===== config.mk =====
export PLATFORM = sky130hd
export DESIGN_NAME = compute_decoder_flat
export DESIGN_NICKNAME = d
export VERILOG_FILES = /design/src/rtl/compute_decoder_if.sv /design/src/rtl/compute_decoder.sv /design/src/flat_wrapper.sv
export SDC_FILE = /design/constraint.sdc
export NUM_CORES = 1
export LEC_CHECK = 0
export ABC_CLOCK_PERIOD_IN_PS = 3050
export CAP_MARGIN = 25
export CORE_UTILIZATION = 38
export CTS_CLUSTER_SIZE = 24
export DETAILED_ROUTE_END_ITERATION = 8
export PLACE_DENSITY_LB_ADDON = 0.2
export SYNTH_ARGS = -nofsm -noshare
export SYNTH_HDL_FRONTEND = slang
export SYNTH_SLANG_ARGS = --single-unit
export TNS_END_PERCENT = 50

===== constraint.sdc =====
create_clock -name clk_i -period 3.05 [get_ports clk_i]
set_clock_uncertainty 0.15 [all_clocks]
set_input_delay 0.915 -clock clk_i [delete_from_list [all_inputs] [get_ports clk_i]]
set_output_delay 0.915 -clock clk_i [all_outputs]
set_load 0.005 [all_outputs]

===== src/rtl/compute_decoder_if.sv =====
// Stream bundle for compute_decoder: input beats (sum, known operand),
// recovered-operand output beats and status.
interface compute_decoder_if #(
  parameter int FOO   = 8,
  parameter int DEPTH = 4
);
  logic                     s_valid_i;
  logic                     s_ready_o;
  logic [FOO:0]             s_sum_i;
  logic [FOO-1:0]           s_operand1_i;
  logic                     m_valid_o;
  logic                     m_ready_i;
  logic [FOO-1:0]           m_operand2_o;
  logic                     m_error_o;
  logic [7:0]               err_count_o;
  logic [$clog2(DEPTH):0]   level_o;

  modport master (
    output s_valid_i, s_sum_i, s_operand1_i, m_ready_i,
    input  s_ready_o, m_valid_o, m_operand2_o, m_error_o, err_count_o, level_o
  );

  modport slave (
    input  s_valid_i, s_sum_i, s_operand1_i, m_ready_i,
    output s_ready_o, m_valid_o, m_operand2_o, m_error_o, err_count_o, level_o
  );
endinterface


===== src/rtl/compute_decoder.sv =====
// Recovers operand2 = sum - operand1, flags out-of-range results, and buffers
// them in a small FIFO on a valid/ready stream with a saturating error count.
module compute_decoder #(
  parameter int FOO   = 8,
  parameter int DEPTH = 4
) (
  input  logic              clk_i,
  input  logic              rst_i,
  compute_decoder_if.slave  bus
);

  localparam int PW = $clog2(DEPTH);
  localparam int LW = PW + 1;
  localparam logic [LW-1:0] FULL_LEVEL = LW'(DEPTH);

  // Bit FOO of the wrapped difference doubles as the out-of-range flag.
  function automatic logic [FOO:0] recover_f(input logic [FOO:0]   sum,
                                             input logic [FOO-1:0] op1);
    return sum - {1'b0, op1};
  endfunction

  logic [FOO:0]    mem_r [DEPTH];
  logic [PW-1:0]   wr_ptr_r;
  logic [PW-1:0]   rd_ptr_r;
  logic [LW-1:0]   level_r;
  logic [7:0]      err_count_r;

  logic            full_s;
  logic            empty_s;
  logic            push_s;
  logic            pop_s;
  logic [FOO:0]    diff_s;
  logic [FOO:0]    head_s;

  // Handshake qualification and operand recovery
  always_comb begin
    full_s  = (level_r == FULL_LEVEL);
    empty_s = (level_r == {LW{1'b0}});
    push_s  = bus.s_valid_i && !full_s;
    pop_s   = !empty_s && bus.m_ready_i;
    diff_s  = recover_f(bus.s_sum_i, bus.s_operand1_i);
  end

  // Head entry, forced to zero while empty so stale storage never shows
  always_comb begin
    if (empty_s) begin
      head_s = {(FOO+1){1'b0}};
    end else begin
      head_s = mem_r[rd_ptr_r];
    end
  end

  // FIFO storage; contents need no reset because the head is masked when empty
  always_ff @(posedge clk_i) begin
    if (push_s && !rst_i) begin
      mem_r[wr_ptr_r] <= diff_s;
    end
  end

  // Pointers and occupancy; reset wins over push and pop on the same edge
  always_ff @(posedge clk_i) begin
    if (rst_i) begin
      wr_ptr_r <= {PW{1'b0}};
      rd_ptr_r <= {PW{1'b0}};
      level_r  <= {LW{1'b0}};
    end else begin
      if (push_s) begin
        wr_ptr_r <= wr_ptr_r + PW'(1);
      end
      if (pop_s) begin
        rd_ptr_r <= rd_ptr_r + PW'(1);
      end
      case ({push_s, pop_s})
        2'b10:   level_r <= level_r + LW'(1);
        2'b01:   level_r <= level_r - LW'(1);
        default: level_r <= level_r;
      endcase
    end
  end

  // Saturating count of accepted error beats, independent of popping
  always_ff @(posedge clk_i) begin
    if (rst_i) begin
      err_count_r <= 8'd0;
    end else if (push_s && diff_s[FOO] && (err_count_r != 8'hFF)) begin
      err_count_r <= err_count_r + 8'd1;
    end else begin
      err_count_r <= err_count_r;
    end
  end

  assign bus.s_ready_o    = !full_s;
  assign bus.m_valid_o    = !empty_s;
  assign bus.m_operand2_o = head_s[FOO-1:0];
  assign bus.m_error_o    = head_s[FOO];
  assign bus.err_count_o  = err_count_r;
  assign bus.level_o      = level_r;

endmodule


===== src/flat_wrapper.sv =====
// flat-port wrapper written by rule: the top's interface ports become plain ports
module compute_decoder_flat 
#(
  parameter int FOO   = 8,
  parameter int DEPTH = 4
)
  (clk_i, rst_i, bus_s_valid_i, bus_s_sum_i, bus_s_operand1_i, bus_m_ready_i, bus_s_ready_o, bus_m_valid_o, bus_m_operand2_o, bus_m_error_o, bus_err_count_o, bus_level_o);
  compute_decoder_if #(.FOO(FOO), .DEPTH(DEPTH)) bus_i ();
  input  logic clk_i;
  input  logic rst_i;
  input wire logic [$bits(bus_i.s_valid_i)-1:0] bus_s_valid_i;
  input wire logic [$bits(bus_i.s_sum_i)-1:0] bus_s_sum_i;
  input wire logic [$bits(bus_i.s_operand1_i)-1:0] bus_s_operand1_i;
  input wire logic [$bits(bus_i.m_ready_i)-1:0] bus_m_ready_i;
  output wire logic [$bits(bus_i.s_ready_o)-1:0] bus_s_ready_o;
  output wire logic [$bits(bus_i.m_valid_o)-1:0] bus_m_valid_o;
  output wire logic [$bits(bus_i.m_operand2_o)-1:0] bus_m_operand2_o;
  output wire logic [$bits(bus_i.m_error_o)-1:0] bus_m_error_o;
  output wire logic [$bits(bus_i.err_count_o)-1:0] bus_err_count_o;
  output wire logic [$bits(bus_i.level_o)-1:0] bus_level_o;
  assign bus_i.s_valid_i = bus_s_valid_i;
  assign bus_i.s_sum_i = bus_s_sum_i;
  assign bus_i.s_operand1_i = bus_s_operand1_i;
  assign bus_i.m_ready_i = bus_m_ready_i;
  assign bus_s_ready_o = bus_i.s_ready_o;
  assign bus_m_valid_o = bus_i.m_valid_o;
  assign bus_m_operand2_o = bus_i.m_operand2_o;
  assign bus_m_error_o = bus_i.m_error_o;
  assign bus_err_count_o = bus_i.err_count_o;
  assign bus_level_o = bus_i.level_o;
  compute_decoder #(.FOO(FOO), .DEPTH(DEPTH)) u_core (.clk_i(clk_i), .rst_i(rst_i), .bus(bus_i));
endmodule

==> results.json <==
{
  "outcome": "finished clean",
  "die_area_um2": 7560,
  "hold_violations": 0,
  "post_synth.cell_area_avg_um2": 12.1,
  "clock_tree.buffer_depth": 2,
  "worst-path-max-fanout": 9,
  "p_comb_share_pct": 39.5,
  "critPathArrivalTime_ns": 1.89,
  "muxShareOfSynthArea_pct": 10.9,
  "power.total_mw": 2.14,
  "cp_slowest_stage_delay_ns": 0.50,
  "layout-drive-gt1-share_pct": 18.1,
  "grt_antenna_before_repair": 0,
  "compound_gate_portion_of_the_synthesized_area_pct": 6.57,
  "fin_hold_ws_ns": 0.352,
  "grt_setup_unrepaired": "no",
  "width_of_the_die_um": 87.0,
  "nFillCells": 621,
  "max_freq_ghz": 0.339,
  "ant_nets": 0,
  "worst_ir_drop_vdd_mv": 0.408,
  "dpl.hpwl_um": 3990,
  "post_synth_and_or_nand_nor_area_fraction_pct": 15.1,
  "global_route.overflow_total": 0,
  "finalCritPeriodShare_pct": 96.8,
  "cts.reportedPaths.clkPinSlew_ns": 0.09,
  "cellInternalPower_mw": 1.52,
  "clock_sinks": 53,
  "crit_buf_inv": 2,
  "postPlaceCellArea_um2": 3470,
  "clockRootBuffer": "sky130_fd_sc_hd__clkbuf_8",
  "clk_latency_ns": 0.30,
  "layoutNonFillerInstCount": 394,
  "synth_xor_area_share_pct": 3.83,
  "cts_tree": "built",
  "flow.area_growth_from_synthesis_pct": 31.3,
  "drtPass1Iterations": 4,
  "period_needed_ns": 2.95,
  "core_ar_um2": 6870,
  "worstPathRequired_ns": 1.98,
  "endpoint_kind": "output pin",
  "yosysSeqAreaShare_pct": 51.8,
  "total_leakage_power_nw": 1.37,
  "syn-cell-area_um2": 2740,
  "max_slew_margin_pct": 74.7,
  "slew_violations": 0,
  "detail_route.wl_per_cell_um": 13.7,
  "synthesized_area_fraction_occupied_by_adder_cells_pct": 7.85,
  "post-route-util_pct": 52.4,
  "dp_cells": 385,
  "report.final.setup_viol": 0,
  "synth_top_family_by_area": "simple AND/OR/NAND/NOR gates",
  "detail_route.vias_per_cell": 4.90,
  "yosys_register_bits": 53,
  "worstMarginPinSlew_ns": 0.379,
  "mappedNetlistNets": 264,
  "setup_tns_ns": 0,
  "port-buffer-count": 42,
  "place.gp.congestion": 0.841,
  "cp_slowest_cell": "sky130_fd_sc_hd__mux4_2",
  "routed-via-count": 1930,
  "largest_net_degree_at_the_start_of_global_routing": 23,
  "power_density_nw_per_um2": 593,
  "h-tree-depth": 2,
  "design_area_um2": 3600,
  "num-nets-final": 334,
  "synth.lib_cells_used.distinct": 41,
  "clock_power_share_pct": 18.1,
  "global_route_wire_length_before_repair_um": 8680,
  "cap_viol_max_count": 0,
  "global_route.usage.total_pct": 15.4,
  "number_of_buffers_created_by_cts": 5,
  "via_count_of_the_first_global_routing_pass": 1816,
  "rows": 30,
  "cp-start-kind": "flip-flop",
  "drt-initial-drc-count": 53,
  "critical_path.top_delay_family": "buffers and inverters",
  "min_delay_worst_type": "flip-flop to flip-flop",
  "drcViolationCount": 0,
  "post-place-ws_ns": -0.569,
  "power.share.sequential_pct": 42.4,
  "antenna-diode-count": 0,
  "crit_chain": "buf_12 > mux4_2 > and2_1 > clkdlybuf4s50_1",
  "dieHeight_um": 87.0,
  "timing_worst_setup_path_type": "flip-flop to output pin",
  "worst_slack_ns": 0.0963,
  "detail_route.wirelength_um": 5410,
  "io_pins": 43,
  "initial_utilization_pct": 39.9,
  "cts-hold-fix-buffers": 0,
  "warning_count_from_the_yosys_run": 0,
  "synthCells": 227,
  "netSwitchingFraction_pct": 29.1,
  "p_switching_uw": 622
}
Yosys cell counts:
| library cell | count | share of area, % |
|---|---|---|
| sky130_fd_sc_hd__nor2_1 | 18 | 2.5 |
| sky130_fd_sc_hd__xor2_1 | 6 | 1.9 |
| sky130_fd_sc_hd__nor4_1 | 1 | 0.23 |
| sky130_fd_sc_hd__mux2_1 | 6 | 2.5 |
| sky130_fd_sc_hd__a21o_1 | 1 | 0.27 |
| sky130_fd_sc_hd__nand2b_1 | 2 | 0.46 |
| sky130_fd_sc_hd__xnor2_1 | 6 | 1.9 |
| sky130_fd_sc_hd__nor2b_1 | 9 | 2.1 |
| sky130_fd_sc_hd__or3b_1 | 1 | 0.32 |
| sky130_fd_sc_hd__o2111ai_1 | 2 | 0.64 |
| sky130_fd_sc_hd__a311oi_1 | 1 | 0.32 |
| sky130_fd_sc_hd__nor3b_1 | 2 | 0.55 |
| sky130_fd_sc_hd__a21oi_1 | 8 | 1.5 |
| sky130_fd_sc_hd__fa_1 | 2 | 1.5 |
| sky130_fd_sc_hd__and3_1 | 1 | 0.23 |
| sky130_fd_sc_hd__or2_2 | 1 | 0.23 |
| sky130_fd_sc_hd__mux2i_1 | 3 | 1.1 |
| sky130_fd_sc_hd__o21ai_1 | 6 | 1.1 |
| sky130_fd_sc_hd__nand4_1 | 6 | 1.4 |
| sky130_fd_sc_hd__a211oi_1 | 1 | 0.27 |
| sky130_fd_sc_hd__ha_1 | 14 | 6.4 |
| sky130_fd_sc_hd__buf_2 | 2 | 0.36 |
| sky130_fd_sc_hd__and2_1 | 16 | 3.6 |
| sky130_fd_sc_hd__edfxtp_1 | 36 | 39 |
| sky130_fd_sc_hd__o21ai_0 | 2 | 0.36 |
| sky130_fd_sc_hd__o211ai_1 | 2 | 0.55 |
| sky130_fd_sc_hd__dfxtp_1 | 17 | 12 |
| sky130_fd_sc_hd__inv_1 | 19 | 2.6 |
| sky130_fd_sc_hd__nor3_1 | 1 | 0.18 |
| sky130_fd_sc_hd__a31oi_1 | 1 | 0.23 |
| sky130_fd_sc_hd__or2_1 | 1 | 0.23 |
| sky130_fd_sc_hd__nand4b_1 | 1 | 0.32 |
| sky130_fd_sc_hd__o211a_2 | 1 | 0.36 |
| sky130_fd_sc_hd__and4_1 | 1 | 0.32 |
| sky130_fd_sc_hd__mux4_2 | 9 | 7.4 |
| sky130_fd_sc_hd__nand2_1 | 8 | 1.1 |
| sky130_fd_sc_hd__clkbuf_1 | 4 | 0.55 |
| sky130_fd_sc_hd__or3_1 | 2 | 0.46 |
| sky130_fd_sc_hd__nand3_1 | 5 | 0.91 |
| sky130_fd_sc_hd__buf_6 | 1 | 0.41 |
| sky130_fd_sc_hd__a2111oi_4 | 1 | 1.0 |
metal layers:
metal  part of all wire [%]  global-route usage, %  vias up
li1                       -                      -      953
met1                     43                   18.6      926
met2                     51                   27.8       46
met3                    4.3                   2.75        5
met4                   0.83                   4.55        0
met5                      0                      0        -
flip-flops by register name (all words and copies together), names as in the netlist, named ones only:
register	count
u_core.bus.level_o	3
u_core.bus.err_count_o	8
u_core.wr_ptr_r	2
u_core.rd_ptr_r	2
u_core.mem_r	36
logic make-up (layout without fill, tap and decap cells):
family,after synthesis,count (layout)
and+or+nand+nor,76,76
DFF,53,53
AOI/OAI and AO/OA,26,26
buffers and inverters,26,97
muxes,18,18
adders and majority gates,16,16
xor gates and xnor gates,12,12
placed cells by master (no fill, tap or decap), types with 2 or more instances in the layout:
cell type / n
sky130_fd_sc_hd__o21ai_1: 6
sky130_fd_sc_hd__o2111ai_1: 2
sky130_fd_sc_hd__o21ai_0: 2
sky130_fd_sc_hd__dlygate4sd2_1: 2
sky130_fd_sc_hd__nor2b_1: 9
sky130_fd_sc_hd__xor2_1: 6
sky130_fd_sc_hd__clkbuf_8: 5
sky130_fd_sc_hd__or3_1: 2
sky130_fd_sc_hd__mux2i_1: 3
sky130_fd_sc_hd__ha_1: 13
sky130_fd_sc_hd__and2_1: 16
sky130_fd_sc_hd__mux2_1: 6
sky130_fd_sc_hd__inv_1: 18
sky130_fd_sc_hd__clkinvlp_4: 2
sky130_fd_sc_hd__dfxtp_1: 16
sky130_fd_sc_hd__edfxtp_1: 36
sky130_fd_sc_hd__o211ai_1: 2
sky130_fd_sc_hd__nor2_1: 17
sky130_fd_sc_hd__mux4_2: 9
sky130_fd_sc_hd__buf_4: 26
sky130_fd_sc_hd__nor3b_1: 2
sky130_fd_sc_hd__clkdlybuf4s50_1: 38
sky130_fd_sc_hd__xnor2_1: 6
sky130_fd_sc_hd__a21oi_1: 7
sky130_fd_sc_hd__nand4_1: 6
sky130_fd_sc_hd__nand3_1: 5
sky130_fd_sc_hd__dlymetal6s2s_1: 2
sky130_fd_sc_hd__nand2_1: 8
power groups by stage:
stage	Combinational, mW	Sequential (mW)	Clock, mW
final	0.844	0.907	0.386
after floorplan	0.459	0.912	0
after global routing	0.929	0.916	0.432
after detailed placement	0.852	0.924	0
after CTS	0.861	0.908	0.402
after global placement	0.842	0.921	0
final timing paths:
| kind | start | to | slack, ns | cells after the start |
|---|---|---|---|---|
| setup / recovery | flip-flop | bus_m_error_o | 0.1 | 4 |
| hold / removal | u_core.bus.err_count_o[1]$_SDFFE_PP0P_ | u_core.bus.err_count_o[1]$_SDFFE_PP0P_ | 0.35 | 2 |
| setup reg to reg | u_core.bus.level_o[0]$_SDFFE_PP0P_ | u_core.bus.level_o[2]$_SDFFE_PP0P_ | 0.63 | 8 |
| hold reg to reg | u_core.bus.err_count_o[1]$_SDFFE_PP0P_ | u_core.bus.err_count_o[1]$_SDFFE_PP0P_ | 0.35 | 2 |
worst reg2reg max path: cells and delay by family, from the launching register on:
kind | cells | cell delay (ns)
and+or+nand+nor | 3 | 0.89
adders and majority gates | 2 | 0.56
DFF | 1 | 0.42
xor gates and xnor gates | 1 | 0.16
AOI/OAI and AO/OA | 1 | 0.14
buffers and inverters | 1 | 0.06
final cells by class:
| type | count | area (µm²) | area share (%) |
|---|---|---|---|
| inverters | 19 | 71.3 | 1.98 |
| multi-input cells | 148 | 1250 | 34.7 |
| clock inverters | 2 | 15.0 | 0.417 |
| flip-flops and latches | 53 | 1420 | 39.5 |
| repair buffers | 70 | 649 | 18.0 |
| well taps | 96 | 120 | 3.34 |
| clock buffers | 6 | 72.6 | 2.02 |
repair_timing:
item	CTS	global route
setup buffers	0	1
resized for setup	7	5
setup endpoints to repair	12	14
pin swaps	2	2
Power figures use the tool's default switching activity.
